## src/rtl/ifq_pkg.sv

```systemverilog
// Shared types and constants for the instruction fetch queue: the queue entry
// layout and the bit positions of the decode fields.
package ifq_pkg;

  localparam logic [31:0] INST_NOP = 32'h0000_0013;

  localparam int OPCODE_MSB = 6;
  localparam int OPCODE_LSB = 0;
  localparam int FUNCT3_MSB = 14;
  localparam int FUNCT3_LSB = 12;
  localparam int FUNCT7_MSB = 31;
  localparam int FUNCT7_LSB = 25;

  typedef struct packed {
    logic [31:0] inst;
    logic [31:0] pc;
  } ifq_entry_t;

endpackage

```

## src/rtl/ifq_fifo.sv

```systemverilog
// Small synchronous FIFO with flush, occupancy count and a head output.
// DEPTH must be a power of two so the pointers wrap naturally.
module ifq_fifo #(
  parameter int  DEPTH = 4,
  parameter type T     = logic [31:0]
) (
  input  logic                       clk,
  input  logic                       rst_n,
  input  logic                       flush,
  input  logic                       push,
  input  T                           push_data,
  input  logic                       pop,
  output T                           head,
  output logic [$clog2(DEPTH+1)-1:0] count
);

  localparam int AW = $clog2(DEPTH);
  localparam int CW = $clog2(DEPTH + 1);

  logic [AW-1:0] wr_ptr;
  logic [AW-1:0] rd_ptr;
  T              mem [DEPTH];

  // NOTE: storage has no reset; the pointers and count decide what is valid,
  // so clearing the array would only cost a reset tree for nothing.
  always_ff @(posedge clk) begin
    if (push && !flush) mem[wr_ptr] <= push_data;
  end

  always_ff @(posedge clk or negedge rst_n) begin
    if (!rst_n) begin
      wr_ptr <= '0;
      rd_ptr <= '0;
      count  <= '0;
    end else if (flush) begin
      wr_ptr <= '0;
      rd_ptr <= '0;
      count  <= '0;
    end else begin
      if (push) wr_ptr <= wr_ptr + AW'(1);
      if (pop)  rd_ptr <= rd_ptr + AW'(1);
      count <= count + CW'(push) - CW'(pop);
    end
  end

  assign head = mem[rd_ptr];

endmodule

```

## src/rtl/ifetch_queue.sv

```systemverilog
// Sequential instruction prefetch with an in-order queue feeding decode.
// Define IFQ_BYPASS_EN to present a response arriving at an empty queue in the same cycle.
module ifetch_queue
  import ifq_pkg::*;
#(
  parameter int          DEPTH    = 4,
  parameter logic [31:0] RESET_PC = 32'h0000_0000
) (
  input  logic        clock,
  input  logic        reset,
  output logic        io_imem_req_valid,
  input  logic        io_imem_req_ready,
  output logic [31:0] io_imem_req_addr,
  input  logic        io_imem_resp_valid,
  input  logic [31:0] io_imem_resp_data,
  input  logic        io_redirect_valid,
  input  logic [31:0] io_redirect_pc,
  output logic        io_inst_valid,
  input  logic        io_inst_ready,
  output logic [31:0] io_inst,
  output logic [31:0] io_inst_pc,
  output logic [6:0]  io_opcode,
  output logic [2:0]  io_funct3,
  output logic [6:0]  io_funct7
);

  localparam int            CW      = $clog2(DEPTH + 1);
  localparam logic [CW:0]   DEPTH_W = (CW + 1)'(DEPTH);

  logic [31:0]   fetch_pc;
  logic [31:0]   redirect_addr;
  logic [CW-1:0] q_count;
  logic [CW-1:0] inflight;
  logic [CW-1:0] stale;
  logic [CW:0]   credit_used;
  logic [31:0]   pc_head;
  ifq_entry_t    q_head;
  ifq_entry_t    push_entry;
  ifq_entry_t    head_entry;
  logic          req_fire;
  logic          resp_live;
  logic          bypass;
  logic          head_valid;
  logic          q_push;
  logic          q_pop;

  assign credit_used       = {1'b0, q_count} + {1'b0, inflight};
  assign io_imem_req_valid = reset && (credit_used < DEPTH_W);
  assign redirect_addr     = io_redirect_pc & ~32'd3;
  assign io_imem_req_addr  = io_redirect_valid ? redirect_addr : fetch_pc;
  assign req_fire          = io_imem_req_valid && io_imem_req_ready;
  assign resp_live         = io_imem_resp_valid && (stale == '0);

`ifdef IFQ_BYPASS_EN
  assign bypass = resp_live && (q_count == '0);
`else
  assign bypass = 1'b0;
`endif

  assign head_valid    = (q_count != '0) || bypass;
  assign io_inst_valid = head_valid && !io_redirect_valid;
  assign q_push        = resp_live && !io_redirect_valid && !(bypass && io_inst_ready);
  assign q_pop         = io_inst_valid && io_inst_ready && !bypass;

  // NOTE: every field is given a default first so no path leaves a latch behind.
  always_comb begin
    push_entry      = '0;
    push_entry.inst = io_imem_resp_data;
    push_entry.pc   = pc_head;
    head_entry      = bypass ? push_entry : q_head;
  end

  assign io_inst    = head_valid ? head_entry.inst : '0;
  assign io_inst_pc = head_valid ? head_entry.pc : '0;
  assign io_opcode  = io_inst[OPCODE_MSB:OPCODE_LSB];
  assign io_funct3  = io_inst[FUNCT3_MSB:FUNCT3_LSB];
  assign io_funct7  = io_inst[FUNCT7_MSB:FUNCT7_LSB];

  ifq_fifo #(
    .DEPTH (DEPTH),
    .T     (ifq_entry_t)
  ) u_inst_q (
    .clk       (clock),
    .rst_n     (reset),
    .flush     (io_redirect_valid),
    .push      (q_push),
    .push_data (push_entry),
    .pop       (q_pop),
    .head      (q_head),
    .count     (q_count)
  );

  // PC FIFO is never flushed: stale responses still pop their PCs, and its
  // occupancy is exactly the number of requests awaiting a response.
  ifq_fifo #(
    .DEPTH (DEPTH),
    .T     (logic [31:0])
  ) u_pc_q (
    .clk       (clock),
    .rst_n     (reset),
    .flush     (1'b0),
    .push      (req_fire),
    .push_data (io_imem_req_addr),
    .pop       (io_imem_resp_valid),
    .head      (pc_head),
    .count     (inflight)
  );

  // NOTE: state registers use non-blocking assignments so every flop samples
  // the pre-edge values regardless of statement order.
  always_ff @(posedge clock or negedge reset) begin
    if (!reset) begin
      fetch_pc <= RESET_PC;
      stale    <= '0;
    end else begin
      if (req_fire)               fetch_pc <= io_imem_req_addr + 32'd4;
      else if (io_redirect_valid) fetch_pc <= redirect_addr;

      // A request firing alongside the redirect belongs to the new stream.
      if (io_redirect_valid)
        stale <= inflight - CW'(io_imem_resp_valid);
      else if (io_imem_resp_valid && (stale != '0))
        stale <= stale - CW'(1);
    end
  end

endmodule

```

## config.mk

```make
export PLATFORM = sky130hd
export DESIGN_NAME = ifetch_queue
export DESIGN_NICKNAME = d
export VERILOG_FILES = /design/src/rtl/ifq_pkg.sv /design/src/rtl/ifq_fifo.sv /design/src/rtl/ifetch_queue.sv
export SDC_FILE = /design/constraint.sdc
export NUM_CORES = 1
export LEC_CHECK = 0
export ABC_AREA = 1
export CAP_MARGIN = 20
export CORE_UTILIZATION = 52
export DETAILED_ROUTE_END_ITERATION = 6
export PLACE_DENSITY = 0.73
export SKIP_CTS_REPAIR_TIMING = 1
export SYNTH_ARGS = -nofsm -noshare
export SYNTH_HDL_FRONTEND = slang
export SYNTH_HIERARCHICAL = 1
export SYNTH_SLANG_ARGS = --single-unit
```

## constraint.sdc

```tcl
create_clock -name clock -period 3.87 [get_ports clock]
set_clock_uncertainty 0.05 [all_clocks]
set_input_delay 0.387 -clock clock [delete_from_list [all_inputs] [get_ports clock]]
set_output_delay 0.387 -clock clock [all_outputs]
set_load 0.01 [all_outputs]
```

Word level (Yosys, flattened, before mapping). Memories as Yosys holds them, arrays and structs flattened. Index checks and enable logic that the tools add are counted.

Magnitude comparators: 1. Reduce and logical (&&, ||, !) cells: 15. Multiplexer cells: 15. Add/subtract/negate cells: 12.

Operator list (number): $mux 32 (4); $add 32x3->32 const B (1); $mux 3 (3); $sub 3x1->3 (3); $add 2x1->2 const B (4); $logic_and 1x1->1 (8); $mux 2 (4); $add 3x1->3 (2); $reduce_bool 2->1 (3); $reduce_bool 3->1 (2); $add 3x3->4 (1); $lt 4x3->1 const B (1); $mux 1 (4); $logic_not 3->1 (1); $sub 3x1->3 const B (1); $logic_not 1->1 (1).

Memories: 2. Register bits after elaboration: 49. RAM bits: 384.

Memory list: u_inst_q.mem (depth 4, width 64, rd ports 1, clocked after Yosys merged registers in 0, write ports 1, line ifq_fifo.sv:22) `T mem [DEPTH];`; u_pc_q.mem (depth 4, width 32, rd ports 1, clocked after Yosys merged registers in 0, write ports 1, line ifq_fifo.sv:22).

Depth between registers and ports, before layout.
Depth in word-level cells: 6. Gate-level depth with buffers: 12. Depth with buffers taken out: 12.

Modules after synthesis. The synthesis kept the hierarchy.

By module, submodules not included: ifq_fifo (u_inst_q) (area each 10655.2 sq um, instances 1, seq. area each 7862.5 sq um, cells an instance 799); ifq_fifo (u_pc_q) (area each 5549.1 sq um, instances 1, seq. area each 4018.9 sq um, cells an instance 426); ifetch_queue (area each 3110.5 sq um, instances 1, seq. area each 875.8 sq um, cells an instance 509).

Worst setup path before layout. No wires, ideal clock.

Path kind: input to register. Start: in io_redirect_valid. End: mem u_inst_q/mem[0][0] (netlist bit) (enable). Data arrival time: 3739 ps. Stages on the path: 6. Slack: -405 ps. Cell sequence: inv_2 > buf_2 > nand2_1 > nor2_1 > nand2_1 > nor2_1.

Word-level cells in the longest chain between the ends: 5.

RTL lines: start: declaration (line ifetch_queue.sv:16) `input logic io_redirect_valid,`; $logic_not 1->1 (line ifetch_queue.sv:62) `assign q_push = resp_live && !io_redirect_valid && !(bypass && io_inst_ready);`; $logic_and 1x1->1 (line ifetch_queue.sv:62); via q_push (line ifetch_queue.sv:44) `logic q_push;`; $logic_and 1x1->1 (line ifq_fifo.sv:27) `if (push && !flush) mem[wr_ptr] <= push_data;`; $mux 1 (line ifq_fifo.sv:27); $mux 1 (implied by the code) (line ifq_fifo.sv:27); end: declaration (line ifq_fifo.sv:22).

The timed path passes the listed nets, and every way through them passes these cells.

==> impl_results.md <==
* Max clock buf depth at 3
* PwrDens at 540 nW/µm²
* Layout area overhead at 17.3%
* Pin count of the biggest net entering global routing at 85
* CP arrival at 2.90 ns
* # setup viols final at 0
* Number of buffers and inverters on the critical path at 4
* Mapped cell area at 19300 µm²
* Outcome: completed
* Critical Path Fanout Max at 72
* Critical Path Slowest Stage Cell: clkdlybuf4s50_1
* Final instance area at 22600 µm²
* DIE WIDTH at 195 µm
* Worst r2r path cells at 9
* HPWL after DPL at 23200 µm
* DRC Markers at 0
* Via Count at 12.3k
* Setup CP Type: reg2out
* Mean Syn Cell Area at 11.1 µm²
* Commonest cells in the netlist: nand2_1 (436), edfxtp_1 (384), inv_1 (318), o211ai_1 (193), nor2_1 (117)
* Final worst slack at 0.534 ns
* Fin. max-slew vios at 0
* Die height at 195 µm
* Leakage at 9.37 nW
* Worst R2R Start: u_inst_q/count[2]
* Hold Crit Class: in2async
* Reg clk slew, reported paths at 0.06 ns
* Area after DPL at 21300 µm²
* Floorplan row count at 70
* Core Area at 36600 µm²
* Worst rel slew slack at 45.4%
* DRT iter0 DRCs at 699
* R2r endpoint: u_pc_q/mem[1][22]
* Final min period at 3.34 ns
* Register bit total from synthesis at 433
* Max cap viols at 0
* Ys Warns at 6
* Synth async-reset ratio at 11.3%
* Total Nets Final at 1986
* Register-to-register setup slack at 1.05 ns
* Clk root buf: clkbuf_16
* Total grt overflow at 0
* Post-route insts no fill at 2397
* Die area at 37900 µm²
* Area leader, netlist: edfxtp_1
* Number of synthesized flops with an enable pin at 384
* Critical path endpoint category: output port
* Routed WL per cell at 16.0 µm
* Post-Syn Instances at 1734
* Area contributors post-synth: edfxtp_1 (60%), nand2_1 (8.5%), o211ai_1 (7.5%)
* First-pass GRT wire length at 61500 µm
* CTS Buf Count at 44
* # clock sinks at 433
* End-of-flow core utilization at 61.9%
* Post-synth top area share at 59.7%
* Most common cell in the synthesized netlist: nand2_1
* H-tree depth at 2
* Fmax at 300 MHz
* Sequential area share after synthesis at 66.0%
* Initial Util at 52.8%
* Synth unique cells at 34
* Clk Latency, worst-skew pair at 0.54 ns
* Delay-heaviest family, CP: buffers and inverters
* # fillers at 2848
* CTS tree: built
* Actual slew at the worst max-slew pin at 0.819 ns
* Antenna Nets Post-Route at 0
* Drt via density at 5.12
* Crit path cell chain: inv_6, buf_4, o211ai_1, nand2_1, inv_1, nor2_1, clkdlybuf4s50_1
* Pre-Repair DR Iteration Count at 5
* Io pins at 185
* Worst vdd ir at 0.406 mV
* Overall routing resource usage at 20.6%
* Share of layout cells above drive strength 1 at 7.21%
* Hold Violations, Final at 0
* Setup crit start kind: flip-flop
* IO buf count at 182
* Antenna violations before repair at 0
* Fin crit share at 86.2%
* Ys flop type: edfxtp_1
* Antenna fix cells at 0
* Req. time, crit path at 3.43 ns
* RSZ-0062 raised after global routing: no
* Placed cell count at 2317
* DP Worst Slack at 0.958 ns
* Max stage delay on crit path at 0.58 ns
* Worst hold slack at 0.0382 ns
* WL final at 38300 µm
* Vias in the first global route at 12.1k
* GPL Wtd Cong at 0.893
report_power, final:
part           total [W]  switching, W  internal [W]
Clock            0.00402       0.00166       0.00236
Sequential       0.00541     0.0000768       0.00533
Combinational    0.00281       0.00162       0.00119
worst reg2reg max path, delay by kind of cell (launching register included):
kind / cells / cell delay (ns)
adders and majority gates: 1 / 0.30
buffers and inverters: 3 / 0.85
DFF: 1 / 0.41
and+or+nand+nor: 5 / 0.82
final cells by class:
type	count	area, µm²	area share (%)
clock buffer	55	1140	5.04
clock inverter	25	234	1.03
inverter	323	1220	5.38
multi-input combinational	887	4610	20.4
sequential	433	12800	56.3
tap	468	586	2.59
timing repair buffer	206	2100	9.26
placed cells by master, fill, tap and decap left out, drive strengths merged, types with 3 or more instances in the layout:
master and n:
dfrtp 49, a21oi 5, xor2 6, o211ai 193, bufinv 4, edfxtp 384, conb 4, ha 19
nand3b 5, nor3 3, clkinv 20, clkbuf 55, nand3 24, nor2 128, buf 25, nand4 5
nand2 455, o21ai 20, or2 5, clkdlybuf4s50 181, xnor2 9, inv 324
worst max path at each step:
| stage | slack, ns | endpoint | depth (start not counted) | start |
|---|---|---|---|---|
| finish | 0.53 | io_opcode[3] | 7 | u_inst_q/rd_ptr[0] |
| floorplan | -0.41 | u_inst_q/mem[0][0] | 6 | io_redirect_valid |
| global placement | 1.02 | u_inst_q/mem[0][59] | 7 | io_redirect_valid |
| global route | 0.28 | io_opcode[3] | 7 | u_inst_q/rd_ptr[0] |
| CTS | 0.48 | io_opcode[3] | 7 | u_inst_q/rd_ptr[0] |
| detailed placement | 0.96 | u_inst_q/mem[0][24] | 7 | io_redirect_valid |
kinds of logic after synthesis:
| group | Yosys count | synth area share, % |
|---|---|---|
| adders and majority gates | 21 | 1.44 |
| other | 1 | 0.0194 |
| DFF | 433 | 66.0 |
| AOI/OAI and AO/OA | 221 | 8.27 |
| buffers and inverters | 417 | 10.4 |
| xor gates and xnor gates | 15 | 0.680 |
| and+or+nand+nor | 626 | 13.2 |
through the flow:
step | TNS, ns | total power, W
4_1_cts | 0 | 0.0124
3_3_place_gp | 0 | 0.00825
5_1_grt | 0 | 0.0128
3_5_place_dp | 0 | 0.00833
6_report | 0 | 0.0122
2_1_floorplan | -103.72 | 0.00719
flip-flops by register name (all words and copies together), names as in the netlist:
register         cells
u_inst_q/mem       256
u_pc_q/mem         128
fetch_pc            32
stale                3
u_inst_q/count       3
u_pc_q/count         3
u_inst_q/rd_ptr      2
u_inst_q/wr_ptr      2
u_pc_q/rd_ptr        2
u_pc_q/wr_ptr        2
metal layers:
layer | wire, µm | part of all wire [%] | vias up | GRT usage [%]
li1 | - | - | 6053 | -
met1 | 16600 | 43 | 5788 | 26.8
met2 | 18700 | 49 | 378 | 36.0
met3 | 2160 | 5.7 | 65 | 2.65
met4 | 841 | 2.2 | 0 | 6.26
met5 | 0 | 0 | - | 0
(Power assumes the default switching activity.)
